### src/rtl/blt_uart_pkg.sv
// ----------------------------------------------------------------------------
// blt_uart_pkg
// Definitions shared by the Bluetooth UART transmit and receive paths:
//   - the frame state encoding (IDLE / START / DATA / STOP)
//   - the frame geometry (8 data bits, idle line level high)
//   - the default clock and baud constants
//   - a helper that turns clock and baud into a bit period in clocks
// ----------------------------------------------------------------------------
package blt_uart_pkg;

    typedef enum logic [1:0] {
        ST_IDLE  = 2'd0,
        ST_START = 2'd1,
        ST_DATA  = 2'd2,
        ST_STOP  = 2'd3
    } uart_state_e;

    localparam int   FRAME_DATA_BITS   = 8;
    localparam logic LINE_IDLE         = 1'b1;
    localparam int   DEFAULT_CLK_FREQ  = 50_000_000;
    localparam int   DEFAULT_BAUD_RATE = 9600;

    // Clocks per serial bit. Integer division truncates, so 50 MHz / 9600 gives 5208.
    function automatic int calc_bit_cnt(input int clk_freq, input int baud_rate);
        return clk_freq / baud_rate;
    endfunction

endpackage : blt_uart_pkg

### src/rtl/blt_tx_fifo.sv
// ----------------------------------------------------------------------------
// blt_tx_fifo
// Synchronous byte FIFO that buffers outbound UART bytes.
// Ports:
//   clk   - system clock, rising edge
//   rst   - synchronous active-low reset (empties the FIFO)
//   wr_en - push din; ignored while full (even if a pop happens on the same edge)
//   din   - byte to push
//   rd_en - pop the head; ignored while empty
//   dout  - head of the FIFO (first-word fall-through)
//   full  - registered, high when DEPTH bytes are stored
//   empty - registered, high when no byte is stored
// DEPTH must be a power of two and at least 2, so the pointers wrap on their own.
// ----------------------------------------------------------------------------
module blt_tx_fifo #(
    parameter int DEPTH = 8
) (
    input  logic       clk,
    input  logic       rst,
    input  logic       wr_en,
    input  logic [7:0] din,
    input  logic       rd_en,
    output logic [7:0] dout,
    output logic       full,
    output logic       empty
);

    localparam int PTR_W = $clog2(DEPTH);
    localparam int CNT_W = PTR_W + 1;

    logic [7:0]       mem_q [DEPTH];
    logic [PTR_W-1:0] wr_ptr_q, wr_ptr_d;
    logic [PTR_W-1:0] rd_ptr_q, rd_ptr_d;
    logic [CNT_W-1:0] count_q, count_d;
    logic             full_q, full_d;
    logic             empty_q, empty_d;
    logic             wr_fire_s;
    logic             rd_fire_s;

    // Pointer, occupancy and flag update; flags are derived from the next count so
    // they are registered together with it.
    always_comb begin
        wr_fire_s = wr_en & ~full_q;
        rd_fire_s = rd_en & ~empty_q;
        wr_ptr_d  = wr_ptr_q;
        rd_ptr_d  = rd_ptr_q;
        count_d   = count_q;

        if (wr_fire_s) begin
            wr_ptr_d = wr_ptr_q + {{(PTR_W-1){1'b0}}, 1'b1};
        end else begin
            wr_ptr_d = wr_ptr_q;
        end

        if (rd_fire_s) begin
            rd_ptr_d = rd_ptr_q + {{(PTR_W-1){1'b0}}, 1'b1};
        end else begin
            rd_ptr_d = rd_ptr_q;
        end

        case ({wr_fire_s, rd_fire_s})
            2'b10:   count_d = count_q + {{(CNT_W-1){1'b0}}, 1'b1};
            2'b01:   count_d = count_q - {{(CNT_W-1){1'b0}}, 1'b1};
            default: count_d = count_q;
        endcase

        full_d  = (count_d == CNT_W'(DEPTH));
        empty_d = (count_d == {CNT_W{1'b0}});
    end

    // Control state registers with synchronous active-low reset.
    always_ff @(posedge clk) begin
        if (!rst) begin
            wr_ptr_q <= {PTR_W{1'b0}};
            rd_ptr_q <= {PTR_W{1'b0}};
            count_q  <= {CNT_W{1'b0}};
            full_q   <= 1'b0;
            empty_q  <= 1'b1;
        end else begin
            wr_ptr_q <= wr_ptr_d;
            rd_ptr_q <= rd_ptr_d;
            count_q  <= count_d;
            full_q   <= full_d;
            empty_q  <= empty_d;
        end
    end

    // Storage array; contents need no reset because the count gates every read.
    always_ff @(posedge clk) begin
        if (wr_fire_s) begin
            mem_q[wr_ptr_q] <= din;
        end
    end

    assign dout  = mem_q[rd_ptr_q];
    assign full  = full_q;
    assign empty = empty_q;

endmodule : blt_tx_fifo

### src/rtl/blt_uart_write.sv
// ----------------------------------------------------------------------------
// blt_uart_write
// Bluetooth UART transmitter: buffers bytes from game logic and sends each one
// as an 8N1 frame, LSB first, on the blt_wx pin.
// Ports:
//   clk     - system clock, rising edge
//   rst     - synchronous active-low reset; aborts any frame and flushes the FIFO
//   data_in - byte to send
//   wr_en   - write strobe, one byte per cycle while full is low
//   full    - transmit FIFO holds FIFO_DEPTH bytes
//   busy    - a frame is on the line
//   tx_done - one-cycle pulse in the last clock of each stop bit
//   blt_wx  - serial output, idle high
// ----------------------------------------------------------------------------
module blt_uart_write
    import blt_uart_pkg::*;
#(
    parameter int CLK_FREQ   = DEFAULT_CLK_FREQ,
    parameter int BAUD_RATE  = DEFAULT_BAUD_RATE,
    parameter int FIFO_DEPTH = 8
) (
    input  logic       clk,
    input  logic       rst,
    input  logic [7:0] data_in,
    input  logic       wr_en,
    output logic       full,
    output logic       busy,
    output logic       tx_done,
    output logic       blt_wx
);

    localparam int         BIT_CNT      = calc_bit_cnt(CLK_FREQ, BAUD_RATE);
    localparam int         TMR_W        = (BIT_CNT > 1) ? $clog2(BIT_CNT) : 1;
    localparam logic [TMR_W-1:0] TMR_LAST = TMR_W'(BIT_CNT - 1);
    localparam logic [TMR_W-1:0] TMR_ONE  = TMR_W'(1);
    localparam logic [2:0] LAST_BIT_IDX = 3'(FRAME_DATA_BITS - 1);

    uart_state_e      state_q, state_d;
    logic [TMR_W-1:0] timer_q, timer_d;
    logic [2:0]       bit_idx_q, bit_idx_d;
    logic [7:0]       shift_q, shift_d;
    logic             tx_q, tx_d;
    logic             busy_q, busy_d;
    logic             done_q, done_d;
    logic             pop_s;
    logic             timer_last_s;
    logic [7:0]       fifo_dout_s;
    logic             fifo_empty_s;
    logic             fifo_full_s;

    blt_tx_fifo #(
        .DEPTH (FIFO_DEPTH)
    ) u_fifo (
        .clk   (clk),
        .rst   (rst),
        .wr_en (wr_en),
        .din   (data_in),
        .rd_en (pop_s),
        .dout  (fifo_dout_s),
        .full  (fifo_full_s),
        .empty (fifo_empty_s)
    );

    // Frame sequencer: next state, bit timer, shift register and next line level.
    // The timer restarts at every state or bit change, so frames never drift.
    always_comb begin
        state_d      = state_q;
        timer_d      = timer_q;
        bit_idx_d    = bit_idx_q;
        shift_d      = shift_q;
        tx_d         = tx_q;
        pop_s        = 1'b0;
        timer_last_s = (timer_q == TMR_LAST);

        case (state_q)
            ST_IDLE: begin
                tx_d = LINE_IDLE;
                if (!fifo_empty_s) begin
                    pop_s   = 1'b1;
                    shift_d = fifo_dout_s;
                    timer_d = {TMR_W{1'b0}};
                    tx_d    = 1'b0;
                    state_d = ST_START;
                end else begin
                    state_d = ST_IDLE;
                end
            end
            ST_START: begin
                if (timer_last_s) begin
                    timer_d   = {TMR_W{1'b0}};
                    bit_idx_d = 3'd0;
                    tx_d      = shift_q[0];
                    state_d   = ST_DATA;
                end else begin
                    timer_d = timer_q + TMR_ONE;
                end
            end
            ST_DATA: begin
                if (timer_last_s) begin
                    timer_d = {TMR_W{1'b0}};
                    if (bit_idx_q == LAST_BIT_IDX) begin
                        tx_d    = LINE_IDLE;
                        state_d = ST_STOP;
                    end else begin
                        // Next bit is shift_q[1], which becomes shift[0] after the shift.
                        shift_d   = {1'b0, shift_q[7:1]};
                        tx_d      = shift_q[1];
                        bit_idx_d = bit_idx_q + 3'd1;
                    end
                end else begin
                    timer_d = timer_q + TMR_ONE;
                end
            end
            ST_STOP: begin
                if (timer_last_s) begin
                    timer_d = {TMR_W{1'b0}};
                    if (!fifo_empty_s) begin
                        // Back-to-back frame: start bit begins on this very edge.
                        pop_s   = 1'b1;
                        shift_d = fifo_dout_s;
                        tx_d    = 1'b0;
                        state_d = ST_START;
                    end else begin
                        tx_d    = LINE_IDLE;
                        state_d = ST_IDLE;
                    end
                end else begin
                    timer_d = timer_q + TMR_ONE;
                end
            end
            default: begin
                timer_d = {TMR_W{1'b0}};
                tx_d    = LINE_IDLE;
                state_d = ST_IDLE;
            end
        endcase

        busy_d = (state_d != ST_IDLE);
        // Registered pulse: raised on the edge that enters the final stop-bit clock.
        done_d = (state_d == ST_STOP) && (timer_d == TMR_LAST);
    end

    // Sequencer and output registers with synchronous active-low reset.
    always_ff @(posedge clk) begin
        if (!rst) begin
            state_q   <= ST_IDLE;
            timer_q   <= {TMR_W{1'b0}};
            bit_idx_q <= 3'd0;
            shift_q   <= 8'h00;
            tx_q      <= LINE_IDLE;
            busy_q    <= 1'b0;
            done_q    <= 1'b0;
        end else begin
            state_q   <= state_d;
            timer_q   <= timer_d;
            bit_idx_q <= bit_idx_d;
            shift_q   <= shift_d;
            tx_q      <= tx_d;
            busy_q    <= busy_d;
            done_q    <= done_d;
        end
    end

    assign blt_wx  = tx_q;
    assign busy    = busy_q;
    assign tx_done = done_q;
    assign full    = fifo_full_s;

endmodule : blt_uart_write
### config.mk
export PLATFORM = sky130hd
export DESIGN_NAME = blt_uart_write
export DESIGN_NICKNAME = d
export VERILOG_FILES = /design/src/rtl/blt_uart_pkg.sv /design/src/rtl/blt_tx_fifo.sv /design/src/rtl/blt_uart_write.sv
export SDC_FILE = /design/constraint.sdc
export NUM_CORES = 1
export LEC_CHECK = 0
export ABC_AREA = 1
export ABC_CLOCK_PERIOD_IN_PS = 3450
export CAP_MARGIN = 25
export CORE_ASPECT_RATIO = 1.4
export CORE_MARGIN = 1.5
export CORE_UTILIZATION = 49
export CTS_BUF_LIST = sky130_fd_sc_hd__clkbuf_16
export CTS_CLUSTER_SIZE = 28
export DETAILED_ROUTE_END_ITERATION = 6
export PLACE_DENSITY = 0.66
export SETUP_SLACK_MARGIN = 0.05
export SKIP_LAST_GASP = 1
export SLEW_MARGIN = 20
export SYNTH_ARGS = -nofsm -noshare
export SYNTH_HDL_FRONTEND = slang
export SYNTH_SLANG_ARGS = --single-unit
### constraint.sdc
create_clock -name clk -period 3.45 [get_ports clk]
set_input_delay 0.345 -clock clk [delete_from_list [all_inputs] [get_ports clk]]
set_output_delay 0.345 -clock clk [all_outputs]
set_load 0.005 [all_outputs]
==> metrics.md <==
| Metric | Value |
|---|---|
| Worst setup margin | `0.607 ns` |
| Final hold violations | `0` |
| Clock Sinks | `108` |
| DRC | `0` |
| Largest net degree at the start of global routing | `34` |
| Syn_nets | `592` |
| Drt wl/cell | `between 10 and 15 um` |
| Top layer in use | `met4` |
| WS Path Type | `register to register` |
| Initial antenna violation count | `0` |
| Max-slew violations | `0` |
| Most area-hungry cell type in the Yosys netlist | `edfxtp_1` |
| Number of synthesized flops with an enable pin | `64` |
| Die Width | `87.9 um` |
| VDD IR max | `0.000473 V` |
| Top cells by count, synth | `nand2_1 (141), nor2_1 (86), edfxtp_1 (64)` |
| DP Worst Slack | `0.640 ns` |
| Global Route Usage Sum | `0.210` |
| Hold Path End | `shift_q[6]` |
| GR Overflow Total | `0` |
| Mean post-synth cell area | `8.71 um^2` |
| Routed Wire Length | `10400 um` |
| Async S/R FF share, synth | `0` |
| Relative slew slack | `0.381` |
| Via density | `5.16` |
| WP data required | `about 3.7 ns` |
| Int Power | `about 2.4 mW` |
| WL met2 | `~5500 um` |
| CTS clock-pin slew for the worst setup and hold paths | `0.07 ns` |
| Total chip power | `3.63 mW` |
| Yosys reg bits | `108` |
| Placer Congestion | `around 0.89` |
| Yosys top cell area share | `0.388` |
| Post-CTS sizing | `0` |
| DR vias | `~3700` |
| Reg2Reg Depth | `20` |
| Fin Clk Skew | `0.00764 ns` |
| Cells after Synth | `568` |
| Clock Power Share | `0.290` |
| Die area | `10700 um^2` |
| First DRT Iteration DRCs | `roughly 190` |
| First-pass GRT wire length | `17300 um` |
| Leakage | `2.19 nW` |
| CTS tree | `yes` |
| Worst Setup End Kind | `register` |
| Site Rows | `43` |
| Max H-tree Level | `3` |
| Fmax | `around 350 MHz` |
| Die H | `between 100 and 150 um` |
| Sw Pwr | `between 1 and 1.5 mW` |
| Period utilisation layout | `0.824` |
| Part of the Yosys area used for sequential elements | `0.567` |
| Fin util | `0.568` |
| Combinational power share | `0.262` |
| Sequential power share | `0.449` |
| Hold buffer count at cts | `0` |
| Max-cap violations | `0` |
| RSZ-0062 raised after global routing | `false` |
| Final HPWL DP | `7010 um` |
| Final min period | `2.84 ns` |
| Placed insts | `709` |
| Core ar. | `9850 um^2` |
| Share of layout cells above drive strength 1 | `0.0745` |
| Initial Util | `0.502` |
| Setup Viol. Count Final | `0` |
| Tightest Pin Transition | `0.927 ns` |
| Sw Ratio | `0.330` |
| Port buffer count | `14` |
| Worst path arrival time | `between 3 and 4 ns` |
| Startpoint types | `register` |
| Post-synth top flop | `edfxtp_1` |
| Layout Cells excl Fill | `726` |
| Status | `completed` |
| Post-Route M1 WL | `4370 um` |
| Met3 routed wirelength | `252 um` |
| Post-layout nets | `610` |
| Detail Route Antenna Nets | `0` |
| Worst hold path startpoint | `shift_q[6]` |
| Post-Syn Area | `4950 um^2` |
| Setup TNS | `0 ns` |
| R2r setup slk | `0.61 ns` |
| Top-count cell post-synth | `nand2_1` |
| Buffer count from post-CTS setup fixing | `0` |
| Initial DRT Pass Iterations | `7` |
| Synth Warn # | `0` |
| Top cells by area, synth | `edfxtp_1 (39%), dfxtp_1 (18%), nand2_1 (11%), nor2_1 (6.5%), nand3_1 (4.0%)` |
| Antenna fix cells | `0` |
| TritonCTS Buffers | `9` |
| Clk_lat worst skew | `0.34 ns` |
| Yosys cell types | `31` |
| Vias in the first global route | `3695` |
| PwrDens | `~650 nW/um^2` |
| Worst hold path type | `register to register` |
| Root Buffer | `clkbuf_16` |
| Reg2reg start | `timer_q[0]` |
| Post-synthesis to final-layout area growth | `12.9%` |
| Max FO, Critical Path | `6` |
| WHS Path Cells | `2` |
| # IOs | `15` |
| Reg2reg end | `u_fifo.empty` |
| Longest Clk Path Bufs | `2` |
routing by layer:
| layer | up-vias | GRT usage |
|---|---|---|
| met2 | 61 | 0.375 |
| li1 | 1918 | - |
| met4 | 0 | 0.0804 |
| met5 | - | 0 |
| met3 | 24 | 0.0312 |
| met1 | 1746 | 0.251 |
layout make-up:
| class | instances | area [um^2] |
|---|---|---|
| Clock buffer | 9 | 225 |
| Clock inverter | 7 | 83.8 |
| Fill cell | 875 | 4260 |
| Inverter | 49 | 184 |
| Multi-Input combinational cell | 391 | 1870 |
| Sequential cell | 108 | 2800 |
| Tap cell | 135 | 169 |
| Timing Repair Buffer | 27 | 258 |
how the worst max path moves through the flow:
stage,from,to
3_5_place_dp,timer_q[0],u_fifo.empty
3_3_place_gp,timer_q[0],u_fifo.empty
5_1_grt,timer_q[0],u_fifo.empty
2_1_floorplan,timer_q[0],u_fifo.empty
6_report,timer_q[0],u_fifo.empty
4_1_cts,timer_q[0],u_fifo.empty
state kept, by name, indices dropped and copies added (netlist names), 2 cells and up, named ones only:
signal	cells
u_fifo.mem_q	64
state_q	2
u_fifo.rd_ptr_q	3
bit_idx_q	3
u_fifo.wr_ptr_q	3
timer_q	13
u_fifo.count_q	4
shift_q	8
critical path, cell delays in order (launching register included):
cell and delay (ns):
dfxtp_1 0.39, ha_1 0.23, nand2_2 0.09, nor2_2 0.13, nand3_2 0.08, o21bai_1 0.13, nand2_1 0.12, inv_1 0.16
ha_1 0.24, nand2_1 0.08, inv_1 0.08, nor2_1 0.06, ha_1 0.18, a21oi_1 0.23, xnor2_1 0.11, o21ai_0 0.15
inv_1 0.07, nand3_1 0.08, nand2_1 0.05, nand2_1 0.05, inv_1 0.04
logic make-up after synthesis:
family / after synthesis / synth area share
AND/OR/NAND/NOR: 290 / 0.242
flip-flops: 108 / 0.567
AO/OA/AOI/OAI: 83 / 0.0931
buffers and inverters: 69 / 0.0564
adder cells (fa/ha/maj): 13 / 0.0329
XOR/XNOR: 4 / 0.00708
multiplexers: 1 / 0.00202
stage by stage:
stage / area, um^2 / hold WS (ns)
6_report: 5590 / 0.473
5_1_grt: 5590 / 0.493
4_1_cts: 5560 / 0.472
3_5_place_dp: 5250 / 0.458
3_3_place_gp: 5250 / 0.452
2_1_floorplan: 4950 / 0.444
placed cells by master, fill, tap and decap left out, drive strengths merged:
cell / synthesis / layout
a211oi: 1 / 1
a21oi: 26 / 26
a22oi: 1 / 1
buf: 7 / 13
bufinv: 0 / 1
clkbuf: 13 / 9
clkdlybuf4s50: 0 / 14
clkinv: 2 / 5
clkinvlp: 0 / 1
dfxtp: 44 / 44
edfxtp: 64 / 64
ha: 13 / 13
inv: 47 / 49
mux2i: 1 / 1
nand2: 142 / 142
nand3: 41 / 41
nand3b: 1 / 1
nand4: 5 / 5
nor2: 92 / 92
nor3: 3 / 3
o211ai: 11 / 11
o21ai: 36 / 36
o21bai: 1 / 1
o22ai: 6 / 6
o31ai: 1 / 1
or2: 6 / 6
xnor2: 3 / 3
xor2: 1 / 1
power groups by stage:
stage                     Sequential [mW]  Clock, mW  Combinational [mW]
after floorplan                      1.60          0               0.719
after global placement               1.65          0               0.898
after detailed placement             1.66          0               0.921
after CTS                            1.63       1.07               0.929
after global routing                 1.65       1.12                1.09
final                                1.63       1.05               0.950
Power figures use the tool's default switching activity.
